## src/rtl/uart_ctrl.sv

```systemverilog
// UART register front-end: CPU-bus register slot that configures the uart_rx/uart_tx
// blocks and owns the baud divisor, sticky error/timeout flags and the interrupt line.
module uart_ctrl #(
   parameter logic [15:0] DEFAULT_DIV = 16'd26,
   parameter logic [7:0]  DEFAULT_TO  = 8'd0
) (
   input  logic        i_clk,
   input  logic        i_reset_n,
   input  logic        i_cs,
   input  logic        i_we,
   input  logic [2:0]  i_addr,
   input  logic [7:0]  i_wdata,
   output logic [7:0]  o_rdata,
   output logic        o_irq,
   output logic        o_rx_enable,
   output logic        o_tx_enable,
   output logic [15:0] o_baud_div,
   output logic        o_rx_read,
   input  logic [7:0]  i_rx_data,
   input  logic        i_rx_ready,
   input  logic        i_rx_full,
   input  logic        i_rx_error,
   input  logic        i_rx_line,
   output logic        o_tx_write,
   output logic [7:0]  o_tx_data,
   input  logic        i_tx_full,
   input  logic        i_tx_idle
);

   localparam logic [2:0] A_DATA    = 3'd0;
   localparam logic [2:0] A_STATUS  = 3'd1;
   localparam logic [2:0] A_CTRL    = 3'd2;
   localparam logic [2:0] A_DIV_LO  = 3'd3;
   localparam logic [2:0] A_DIV_HI  = 3'd4;
   localparam logic [2:0] A_TIMEOUT = 3'd5;

   logic [5:0]  r_ctrl;
   logic [7:0]  r_div_lo;
   logic [15:0] r_baud_div;
   logic [7:0]  r_timeout;
   logic        r_ferr;
   logic        r_rxto;
   logic        r_irq;
   logic        r_tx_write;
   logic [7:0]  r_tx_data;
   logic        r_err_d;
   logic        r_line_s1;
   logic        r_line_s2;
   logic        r_line_s3;
   logic [19:0] r_presc;
   logic [7:0]  r_idle;
   logic        r_to_armed;

   logic        w_wr;
   logic        w_pop;
   logic        w_div_load;
   logic        w_status_wr;
   logic        w_tick;
   logic        w_err_rise;
   logic        w_line_fall;
   logic        w_idle_clr;
   logic        w_to_hit;
   logic [7:0]  w_status;

   assign w_wr        = i_cs & i_we;
   assign w_pop       = i_cs & ~i_we & (i_addr == A_DATA) & i_rx_ready;
   assign w_div_load  = w_wr & (i_addr == A_DIV_HI);
   assign w_status_wr = w_wr & (i_addr == A_STATUS);
   assign w_tick      = (r_presc == 20'd0);
   assign w_err_rise  = i_rx_error & ~r_err_d;
   assign w_line_fall = r_line_s3 & ~r_line_s2;
   assign w_idle_clr  = ~r_ctrl[0] | ~i_rx_ready | w_pop | w_line_fall;
   // One timeout event per idle run: the armed flag drops on the hit and only
   // comes back once the idle counter has been cleared.
   assign w_to_hit    = r_to_armed & (r_timeout != 8'd0) & (r_idle == r_timeout) & ~w_idle_clr;

   assign w_status = {r_irq, 1'b0, r_rxto, r_ferr, i_tx_idle, ~i_tx_full, i_rx_full, i_rx_ready};

   assign o_rx_read   = w_pop;
   assign o_rx_enable = r_ctrl[0];
   assign o_tx_enable = r_ctrl[1];
   assign o_baud_div  = r_baud_div;
   assign o_irq       = r_irq;
   assign o_tx_write  = r_tx_write;
   assign o_tx_data   = r_tx_data;

   always_comb begin
      o_rdata = 8'h00;
      case (i_addr)
         A_DATA:    o_rdata = i_rx_data;
         A_STATUS:  o_rdata = w_status;
         A_CTRL:    o_rdata = {2'b00, r_ctrl};
         A_DIV_LO:  o_rdata = r_div_lo;
         A_DIV_HI:  o_rdata = r_baud_div[15:8];
         A_TIMEOUT: o_rdata = r_timeout;
         default:   o_rdata = 8'h00;
      endcase
   end

   always_ff @(posedge i_clk or negedge i_reset_n) begin
      if (!i_reset_n) begin
         r_ctrl     <= 6'd0;
         r_div_lo   <= 8'd0;
         r_baud_div <= DEFAULT_DIV;
         r_timeout  <= DEFAULT_TO;
         r_tx_write <= 1'b0;
         r_tx_data  <= 8'd0;
      end else begin
         r_tx_write <= w_wr & (i_addr == A_DATA) & ~i_tx_full;
         if (w_wr & (i_addr == A_DATA) & ~i_tx_full) r_tx_data <= i_wdata;
         if (w_wr & (i_addr == A_CTRL))    r_ctrl     <= i_wdata[5:0];
         if (w_wr & (i_addr == A_DIV_LO))  r_div_lo   <= i_wdata;
         if (w_div_load)                   r_baud_div <= {i_wdata, r_div_lo};
         if (w_wr & (i_addr == A_TIMEOUT)) r_timeout  <= i_wdata;
      end
   end

   always_ff @(posedge i_clk or negedge i_reset_n) begin
      if (!i_reset_n) begin
         r_err_d   <= 1'b0;
         r_line_s1 <= 1'b1;
         r_line_s2 <= 1'b1;
         r_line_s3 <= 1'b1;
         r_ferr    <= 1'b0;
         r_rxto    <= 1'b0;
         r_irq     <= 1'b0;
      end else begin
         r_err_d   <= i_rx_error;
         r_line_s1 <= i_rx_line;
         r_line_s2 <= r_line_s1;
         r_line_s3 <= r_line_s2;
         if (w_err_rise)                         r_ferr <= 1'b1;
         else if (w_status_wr & i_wdata[4])      r_ferr <= 1'b0;
         if (w_to_hit)                           r_rxto <= 1'b1;
         else if (w_status_wr & i_wdata[5])      r_rxto <= 1'b0;
         r_irq <= (r_ctrl[2] & i_rx_ready) | (r_ctrl[3] & ~i_tx_full) |
                  (r_ctrl[4] & r_ferr)     | (r_ctrl[5] & r_rxto);
      end
   end

   // Bit-time prescaler: down-counter reloaded with 16*(div+1)-1, tick at zero.
   always_ff @(posedge i_clk or negedge i_reset_n) begin
      if (!i_reset_n) begin
         r_presc    <= 20'd0;
         r_idle     <= 8'd0;
         r_to_armed <= 1'b1;
      end else begin
         if (w_div_load)  r_presc <= {i_wdata, r_div_lo, 4'hF};
         else if (w_tick) r_presc <= {r_baud_div, 4'hF};
         else             r_presc <= r_presc - 20'd1;
         if (w_idle_clr)                        r_idle <= 8'd0;
         else if (w_tick && r_idle != 8'hFF)    r_idle <= r_idle + 8'd1;
         if (w_idle_clr)    r_to_armed <= 1'b1;
         else if (w_to_hit) r_to_armed <= 1'b0;
      end
   end

endmodule

```

## config.mk

```make
export PLATFORM = sky130hd
export DESIGN_NAME = uart_ctrl
export DESIGN_NICKNAME = d
export VERILOG_FILES = /design/src/rtl/uart_ctrl.sv
export SDC_FILE = /design/constraint.sdc
export NUM_CORES = 1
export LEC_CHECK = 0
export CAP_MARGIN = 20
export CORE_AREA = 2 2 105 107
export CTS_BUF_LIST = sky130_fd_sc_hd__clkbuf_2
export DETAILED_ROUTE_END_ITERATION = 8
export DIE_AREA = 0 0 107 109
export SLEW_MARGIN = 15
export SYNTH_ARGS = -nofsm -noshare
export SYNTH_HDL_FRONTEND = slang
export SYNTH_SLANG_ARGS = --single-unit
```

## constraint.sdc

```tcl
create_clock -name i_clk -period 3.6 [get_ports i_clk]
set_input_delay 0.72 -clock i_clk [delete_from_list [all_inputs] [get_ports i_clk]]
set_output_delay 0.72 -clock i_clk [all_outputs]
set_load 0.05 [all_outputs]
```

==> summary.md, run 1 <==
Pwr
- **combinational power share** 36.1%
- **Internal Power** 0.00175 W
- **switching power** 0.00126 W
- **power density cells** 581 nW/um^2
- **maximum ir drop on the vdd rail** 0.276 mV
- **total power of the final layout** 0.00301 W
- **Clk pwr share** 16.9%
- **sequential fraction of design power** 47.0%
- **leak pwr** 2.24 nW
- **switching share of power** 41.9%

Worst setup path
- **WP data arrival** 2.45 ns
- **Slowest Stage Delay on Critical Path** 0.80 ns
- **CP Capture Type** output port
- **Max stage delay cell, worst path** sky130_fd_sc_hd__clkdlybuf4s50_1
- **biggest fanout along the worst timing path** 13
- **CP cell instances** clkdlybuf4s50_1, mux4_2, inv_1, o22ai_1, buf_4
- **crit path launch type** primary input
- **worst setup path class** in -> out
- **endpoint required time on the critical path** 2.88 ns

Route
- **average routed wire per standard cell** 17.9 microns
- **detail-routed via count per cell** 5.42
- **remaining antenna violation count** 0
- **DR iter-0 viols** 183
- **number of optimization iterations in the first detailed-route pass** 4
- **DRC errors left** 0
- **total wire length** 11.0 mm
- **via count** 3332

Logic synthesis
- **Warnings, synthesis** 0
- **Post-Syn Area per Cell** 10.4 sq um
- **fraction of synthesis flops using an asynchronous set or reset pin** 100%
- **area fraction in and, or, nand and nor cells after synthesis** 18.1%
- **most used standard cells in the synthesized netlist** sky130_fd_sc_hd__dfrtp_1 (76), sky130_fd_sc_hd__nand2_1 (59), sky130_fd_sc_hd__mux2_2 (36)
- **Synth Instances** 398
- **dominant combinational cell family by area after synthesis** simple AND/OR/NAND/NOR gates
- **synthesized-area fraction occupied by ao, oa, aoi and oai cells** 10.2%
- **share of the synthesized area in the top cell type** 45.9%
- **xor/xnor cell area share of the yosys netlist** 4.44%
- **count of flip-flops with a built-in enable after synthesis** 0
- **biggest area consumer among synthesized cells** sky130_fd_sc_hd__dfrtp_1
- **flops & latches, synth** 83
- **multiplexer fraction of the synthesized cell area** 13.5%
- **top_reg_cell synth** sky130_fd_sc_hd__dfrtp_1
- **total nets after synthesis** 430
- **most frequent cell after synthesis** sky130_fd_sc_hd__dfrtp_1
- **Cell variety after synth** 52
- **post-synthesis share of cell area spent on full adders, half adders and majority gates** 0.907%
- **cell types with the largest area share after synthesis** sky130_fd_sc_hd__dfrtp_1 (46%), sky130_fd_sc_hd__mux2_2 (9.8%), sky130_fd_sc_hd__nand2_1 (5.3%)
- **post-synthesis instance area** 4140 sq um
- **sequential element share of the synthesized area** 50.4%

CTS
- **count of hold-fix buffers inserted at cts** 0
- **clock tree from TritonCTS** built
- **# clock sinks** 83
- **Post-CTS Resized** 0
- **deepest clock path buffer count** 2
- **clock latency of the later-clocked register in the worst-skew pair** 0.55 ns
- **total CTS buffers** 9
- **clock transition at the registers of the reported paths** 0.25 ns
- **clock root buffer** sky130_fd_sc_hd__clkbuf_2
- **Setup Fix Bufs, Post-CTS** 0
- **number of H-tree levels** 3

Hold path
- **type of the most critical hold path** reg -> reg

STA
- **endpoints failing setup** 0
- **Min Clock Period, post-route** 3.17 ns
- **smallest hold slack** 0.378 ns
- **final setup skew** 0.0284 ns
- **headroom to the max-slew limit** 34.4%
- **achievable frequency** 315 MHz
- **post-route clock period utilization** 88.0%
- **Final Hold Viols** 0
- **Fin Setup TNS** 0 ns
- **setup repair after global routing missed its margin** false
- **count of pins over their slew limit** 0
- **pin slew with the least headroom to its limit** 0.982 ns

GRT
- **number of global-route vias before repair** 3321
- **maximum number of pins on one net before global-route repair** 84
- **wire length of the first global-routing pass** 17.7 mm
- **grt ovf** 0
- **global-route total usage across every layer** 19.9%
- **antenna violations before repair** 0

Placement
- **placed cell areas** 5030 sq um
- **routability-driven placement congestion ratio** 0.856
- **hpwl dp** 8.02 mm
- **instance count after placement with tap cells included** 597
- **count of port buffers added during placement** 65

Die
- **Core Region** 10600 sq um
- **Cell Rows** 38
- **height of the die** 109 microns
- **die span in x** 107 microns
- **floorplan die area** 11700 sq um
- **Initial Util** 39.0%
- **I/O pin cnt** 66

Final layout
- **total non-filler cell area in the finished layout** 5190 sq um
- **post-layout net count** 502
- **area delta synth->final** 25.3%
- **share of cells above drive strength 1** 18.1%
- **Finished Layout Cells** 615
- **final antenna diode count** 0

Outcome
- **result of the run** complete, no violations

Flow run
- **# Max-Cap Violations** 0

final timing paths:
path / end / slack, ns / start / cells past startpoint
hold / removal: r_line_s2 / 0.38 / r_line_s1 / 0
setup reg to reg: r_presc[18] / 0.99 / r_presc[0] / 7
min in group asynchronous: o_tx_write / 0.60 / i_reset_n / 2
setup / recovery: o_rdata[2] / 0.43 / i_addr[0] / 5
max in group asynchronous: r_line_s2 / 2.32 / i_reset_n / 3
hold reg to reg: r_line_s2 / 0.38 / r_line_s1 / 0
layer usage:
metal	GRT usage (%)	part of all wire, %	vias up
li1	-	-	1568
met1	27.4	46	1659
met2	31.4	48	86
met3	4.24	4.2	19
met4	7.05	2.1	0
met5	0	0	-
sequential cells by signal (all words and copies together) (netlist names):
register / flops
r_presc: 20
o_baud_div: 16
o_tx_data: 8
r_div_lo: 8
r_idle: 8
r_timeout: 8
r_ctrl: 6
o_irq: 1
o_tx_write: 1
r_err_d: 1
r_ferr: 1
r_line_s1: 1
r_line_s2: 1
r_line_s3: 1
r_rxto: 1
r_to_armed: 1
power by group through the flow:
stage               Clock (W)  Combinational, W  Sequential [W]
floorplan                   0          0.000508         0.00160
global placement            0           0.00107         0.00143
detailed placement          0           0.00108         0.00143
CTS                  0.000529           0.00109         0.00142
global route         0.000566           0.00117         0.00144
finish               0.000508           0.00109         0.00142
worst max-delay path, delay by kind of cell:
kind	cells	cell delay, ns
compound gates	1	0.08
mux	1	0.57
buf+inv	3	1.07
through the flow:
step	util (%)	setup slack, ns
after floorplan	-	0.200
after global placement	47.4	0.484
after detailed placement	47.4	0.419
after CTS	48.6	0.431
after global routing	48.9	0.339
final	48.9	0.430
cells in the final DEF (no fill, tap or decap), types with 3 or more instances in the layout:
cell type	synthesis	final
sky130_fd_sc_hd__dfrtp_1	76	76
sky130_fd_sc_hd__nand2_1	59	59
sky130_fd_sc_hd__clkdlybuf4s50_1	0	55
sky130_fd_sc_hd__mux2_2	36	36
sky130_fd_sc_hd__nor2_1	30	30
sky130_fd_sc_hd__a21oi_1	18	18
sky130_fd_sc_hd__xnor2_1	18	18
sky130_fd_sc_hd__o21ai_0	17	17
sky130_fd_sc_hd__buf_4	1	12
sky130_fd_sc_hd__inv_1	11	11
sky130_fd_sc_hd__mux2i_1	11	11
sky130_fd_sc_hd__nor3_1	11	11
sky130_fd_sc_hd__nand3_1	9	9
sky130_fd_sc_hd__clkbuf_2	0	9
sky130_fd_sc_hd__dfstp_2	7	7
sky130_fd_sc_hd__nor4_1	6	6
sky130_fd_sc_hd__buf_12	0	6
sky130_fd_sc_hd__nand4_1	5	5
sky130_fd_sc_hd__or3_1	5	5
sky130_fd_sc_hd__o31ai_1	5	5
sky130_fd_sc_hd__nand2b_1	4	4
sky130_fd_sc_hd__o22ai_1	4	4
sky130_fd_sc_hd__o21ai_1	4	4
sky130_fd_sc_hd__a22o_1	3	3
sky130_fd_sc_hd__a22oi_1	3	3
sky130_fd_sc_hd__or4_1	3	3
sky130_fd_sc_hd__xor2_1	3	3
sky130_fd_sc_hd__ha_1	3	3
sky130_fd_sc_hd__inv_8	0	3
cell type report:
class	instances	area (sq um)
Fill cell	995	5420
Sequential cell	83	2090
Multi-Input combinational cell	290	1960
Timing Repair Buffer	75	798
Tap cell	140	175
Clock inverter	7	76.3
Clock buffer	9	45.0
Inverter	11	41.3
cells by family (layout without fill, tap and decap cells):
| family | after synthesis | count (layout) |
|---|---|---|
| and+or+nand+nor | 149 | 149 |
| DFF | 83 | 83 |
| AOI/OAI and AO/OA | 68 | 68 |
| muxes | 49 | 49 |
| buffers and inverters | 25 | 102 |
| xor gates and xnor gates | 21 | 21 |
| adders and majority gates | 3 | 3 |
(Power assumes the default switching activity.)
==> run 2, diff against run 1 <==
--- a/config.mk
+++ b/config.mk
@@ -14,3 +14,4 @@
 export SYNTH_ARGS = -nofsm -noshare
 export SYNTH_HDL_FRONTEND = slang
 export SYNTH_SLANG_ARGS = --single-unit
+export TNS_END_PERCENT = 20
==> results of run 2 <==
No change in the layout: final DEF, timing and power equal those of run 1.
